**config.mk**
```make
export PLATFORM = sky130hd
export DESIGN_NAME = xnor_lfsr
export DESIGN_NICKNAME = d
export VERILOG_FILES = /design/src/rtl/xnor_lfsr.sv
export SDC_FILE = /design/constraint.sdc
export NUM_CORES = 1
export LEC_CHECK = 0
export BUFFER_PORTS_ARGS = -buffer_cell sky130_fd_sc_hd__buf_2
export CORE_ASPECT_RATIO = 2
export CORE_UTILIZATION = 55
export CTS_BUF_LIST = sky130_fd_sc_hd__clkbuf_4 sky130_fd_sc_hd__clkbuf_8
export CTS_CLUSTER_DIAMETER = 100
export DETAILED_ROUTE_END_ITERATION = 8
export GPL_TIMING_DRIVEN = 1
export PLACE_DENSITY = 0.9
export SYNTH_ARGS = -nofsm -noshare
export SYNTH_HDL_FRONTEND = slang
export SYNTH_SLANG_ARGS = --single-unit
```
**constraint.sdc**
```tcl
create_clock -name CLK -period 5.1 [get_ports CLK]
set_input_delay 1.02 -clock CLK [delete_from_list [all_inputs] [get_ports CLK]]
set_output_delay 1.02 -clock CLK [all_outputs]
set_load 0.01 [all_outputs]
```
**src/rtl/xnor_lfsr.sv**
```systemverilog
// Fibonacci LFSR / PRBS source with XNOR feedback, valid/ready output,
// period tracking (COUNT/WRAP) and rejection of the all-ones lock-up seed.
module xnor_lfsr #(
  parameter int                WIDTH = 8,
  parameter logic [WIDTH-1:0]  TAPS  = 8'hB8
) (
  input  logic             CLK,
  input  logic             RST,
  input  logic             EN,
  input  logic             LOAD,
  input  logic [WIDTH-1:0] SEED,
  input  logic             READY,
  output logic             VALID,
  output logic [WIDTH-1:0] OUT0,
  output logic             BIT_OUT,
  output logic [WIDTH-1:0] COUNT,
  output logic             WRAP,
  output logic             SEED_ERR
);

  localparam logic [WIDTH-1:0] ONES = '1;

  if (WIDTH < 3 || WIDTH > 32) begin : g_width_chk
    $error("xnor_lfsr: WIDTH must be in 3..32");
  end
  if (TAPS[WIDTH-1] != 1'b1) begin : g_taps_chk
    $error("xnor_lfsr: TAPS must include the top state bit");
  end

  // All-ones is the XNOR fixed point; escape it to zero instead of shifting.
  function automatic logic [WIDTH-1:0] lfsr_next(input logic [WIDTH-1:0] s);
    if (s == ONES) return '0;
    return {s[WIDTH-2:0], ~^(s & TAPS)};
  endfunction

  logic [WIDTH-1:0] state_p0;
  logic [WIDTH-1:0] seed_p0;
  logic [WIDTH-1:0] cnt_p0;
  logic             vld_p0;
  logic             wrap_p0;
  logic             err_p0;
  logic [WIDTH-1:0] nxt;

  assign nxt = lfsr_next(state_p0);

  // Stage p0: LFSR state, handshake and period tracking
  always_ff @(posedge CLK) begin
    if (RST) begin
      state_p0 <= '0;
      seed_p0  <= '0;
      cnt_p0   <= '0;
      vld_p0   <= 1'b0;
      wrap_p0  <= 1'b0;
      err_p0   <= 1'b0;
    end else begin
      wrap_p0 <= 1'b0;
      err_p0  <= 1'b0;
      if (LOAD) begin
        if (SEED == ONES) begin
          state_p0 <= '0;
          seed_p0  <= '0;
          err_p0   <= 1'b1;
        end else begin
          state_p0 <= SEED;
          seed_p0  <= SEED;
        end
        vld_p0 <= 1'b0;
        cnt_p0 <= '0;
      end else if (!vld_p0) begin
        // First word after (re)start is the seed itself.
        if (EN) vld_p0 <= 1'b1;
      end else if (READY) begin
        state_p0 <= nxt;
        vld_p0   <= EN;
        if (nxt == seed_p0) begin
          cnt_p0  <= '0;
          wrap_p0 <= 1'b1;
        end else begin
          cnt_p0 <= cnt_p0 + WIDTH'(1);
        end
      end
    end
  end

  assign VALID    = vld_p0;
  assign OUT0     = state_p0;
  assign BIT_OUT  = state_p0[WIDTH-1];
  assign COUNT    = cnt_p0;
  assign WRAP     = wrap_p0;
  assign SEED_ERR = err_p0;

endmodule

```
==> impl_metrics.yaml <==
synthesis:
  synth_cell_types: 46
  synth_xor_area_frac: 0.0599
  async_flop_share: 0
  synthesis.area_sq_um: 1460
  synth_largest_area_cell: "dfxtp_1"
  yosysWarnings: 0
  synth.area.top_cells: "dfxtp_1, a22oi_1, nor2_1"
  synth-simple-area-share: 0.223
  yosys-mux-area-fraction: 0
  synth_seq_cells: 27
  syn-instance-count: 153
  yosysSeqAreaShare: 0.370
  syn_nets: 168
  synth_fa_ha_area_frac: 0.0171
  synth_top_family_by_area: "compound AO/OA/AOI/OAI gates"
  yosys_most_used_dff: "dfxtp_1"
  synth-edff-count: 0
  synth_compound_area_frac: 0.295
  synth_top_area_share: 0.370
  avgSynthCellArea_sq_um: 9.55
power:
  peakVddDrop_mv: 0.192
  leakage_nw: 0.734
  power_density_nw_per_um2: 269
  p_total_uw: 448
routing:
  vias_per_cell: 6.35
  dr.pass1.iters: 4
  antenna_left: 0
  routed_wirelength_mm: 3.47
  drc: 0
  drt_iter0_drc: 33
  via_count: 1321
  wire_per_inst_microns: 16.7
place:
  dp_hpwl_mm: 2.70
  routabilityCongestion: 0.877
  port_buffers: 32
  placed_cells: 204
  place_area_sq_um: 1620
sta:
  hold_viol: 0
  fin_skew_ps: 8.56
  tns_ps: 0
  post-route-period-util: 0.442
  max_slew.worst_pin.slew_ps: 828
  rsz0062_at_grt: "no"
  fmax_mhz: 444
  finalCriticalPeriod_ps: 2250
  finalSetupViolations: 0
  maxSlewViolCount: 0
  relSlewSlack: 0.446
clock_tree:
  cts-root-buf: "clkbuf_8"
  htree_levels: 1
  postCtsHoldBufs: 0
  numCtsBuffers: 3
  clk_path_buf_depth: 2
  cts_resized: 0
  cts_tree: "built"
  postCtsSetupBuffers: 0
  clkSinkCount: 27
  cts.clk_slew.worst_paths_ps: 90
  insertion_delay_ps: 270
worst_setup_path:
  worst_setup_path_end_kind: "register"
  required_ps: 5260
  cp-endpoint: "COUNT[4]"
  start_kind: "register"
  rr_endpoint: "COUNT[4]"
  reg2reg_depth: 7
  cp.arrival_ps: 2420
  r2r_slack_ps: 2850
  r2r_start: "OUT0[4]"
  cp_max_fo: 7
  crit_type: "register to register"
  critPathLaunch: "OUT0[4]"
run_status:
  run_status: "complete, no violations"
global_routing:
  grt_pass1_wl_mm: 5.58
  antenna_found_initial: 0
  grt_use_total: 0.274
  gr-total-overflow: 0
  grt_max_degree: 17
  grt_pass1_vias: 1273
die:
  num_rows: 26
  ios: 33
  die_h_microns: 74.9
  die_x_microns: 38.5
  dieArea_sq_um: 2880
  core_area_sq_um: 2540
  initial_core_util: 0.576
finish:
  multiInputGateArea_sq_um: 870
  fin_nets: 196
  area.sequential_sq_um: 541
  area_delta_synth_final_pct: 14.0
  final_util: 0.656
  n_antenna_cell: 0
  final_layout_size_suffix_gt1_frac: 0.272
  final_area_sq_um: 1670
  n_fill_cell: 205
  finalNonFillerCells: 208
flow_run:
  maxCapViolCount: 0
worst_hold_path:
  hold_path_class: "register to register"
-- synth_stat cells (2+ instances only) --
cell	instances
nand2b_1	2
ha_1	2
a31oi_1	2
xnor2_1	7
clkbuf_1	5
nand4_1	5
xor2_1	3
a22oi_1	10
a211oi_1	8
o22ai_1	2
and3_1	5
buf_2	2
nand2_1	9
nor4bb_1	2
inv_1	3
a22o_1	7
a21oi_1	4
nor2_1	19
o211ai_2	2
nand3_4	2
dfxtp_1	27
-- cells by family after synthesis --
logic type / count (synthesis)
DFF: 27
AOI/OAI and AO/OA: 49
buffers and inverters: 12
adders and majority gates: 2
and+or+nand+nor: 53
xor gates and xnor gates: 10
-- critical path: stages, from the launching register on --
cell and delay [ps]:
dfxtp_1 500, ha_1 320, xnor2_1 270, a21oi_1 80, o22a_2 210, nor2_1 400
a2111oi_1 160, a41o_1 220
-- final cells by class --
cell class,instances,area share
Multi-Input combinational cell,114,0.522
Tap cell,28,0.0210
Inverter,3,0.00676
Timing Repair Buffer,32,0.0962
Sequential cell,27,0.325
Clock buffer,4,0.0293
-- flip-flops by register name, indices dropped and copies added, names as in the netlist --
register and count:
SEED_ERR 1, COUNT 8, WRAP 1, OUT0 8
VALID 1, seed_p0 8
-- metrics by stage --
stage	hold WS, ps	setup slack (ps)
2_1_floorplan	496	3010
3_3_place_gp	472	2760
3_5_place_dp	500	2730
4_1_cts	513	2860
5_1_grt	535	2680
6_report	514	2850
-- metal layers --
layer,vias up,track usage,wire length (microns)
li1,638,-,-
met1,613,0.269,1250
met2,64,0.505,1960
met3,6,0.0354,175
met4,0,0.172,90
met5,-,0,0
-- power breakdown --
part	leakage, nW	switching [mW]	internal, mW
registers	0.221	0.0184	0.220
logic	0.487	0.0491	0.0361
clock network	0.0262	0.0636	0.0612
-- cells in the final DEF, fill, tap and decap left out, types with 2 or more instances in the layout --
cell type  instances
inv_1              3
a22oi_1           10
nor4bb_1           2
clkbuf_8           3
a22o_1             7
dfxtp_1           27
nand4_1            5
a31oi_1            2
nand2_1            9
a211oi_1           8
xor2_1             3
and3_1             5
buf_2             32
nand3_4            2
xnor2_1            7
ha_1               2
a21oi_1            4
nand2b_1           2
o22ai_1            2
nor2_1            19
o211ai_2           2
-- worst min-delay path by stage --
stage / from / to / slack (ps) / depth (start not counted)
floorplan: seed_p0[6] / seed_p0[6] / 500 / 1
global placement: COUNT[1] / COUNT[1] / 470 / 2
detailed placement: COUNT[1] / COUNT[1] / 500 / 2
CTS: COUNT[1] / COUNT[1] / 510 / 2
global route: COUNT[1] / COUNT[1] / 540 / 2
finish: COUNT[1] / COUNT[1] / 510 / 2
Power figures use the tool's default switching activity.
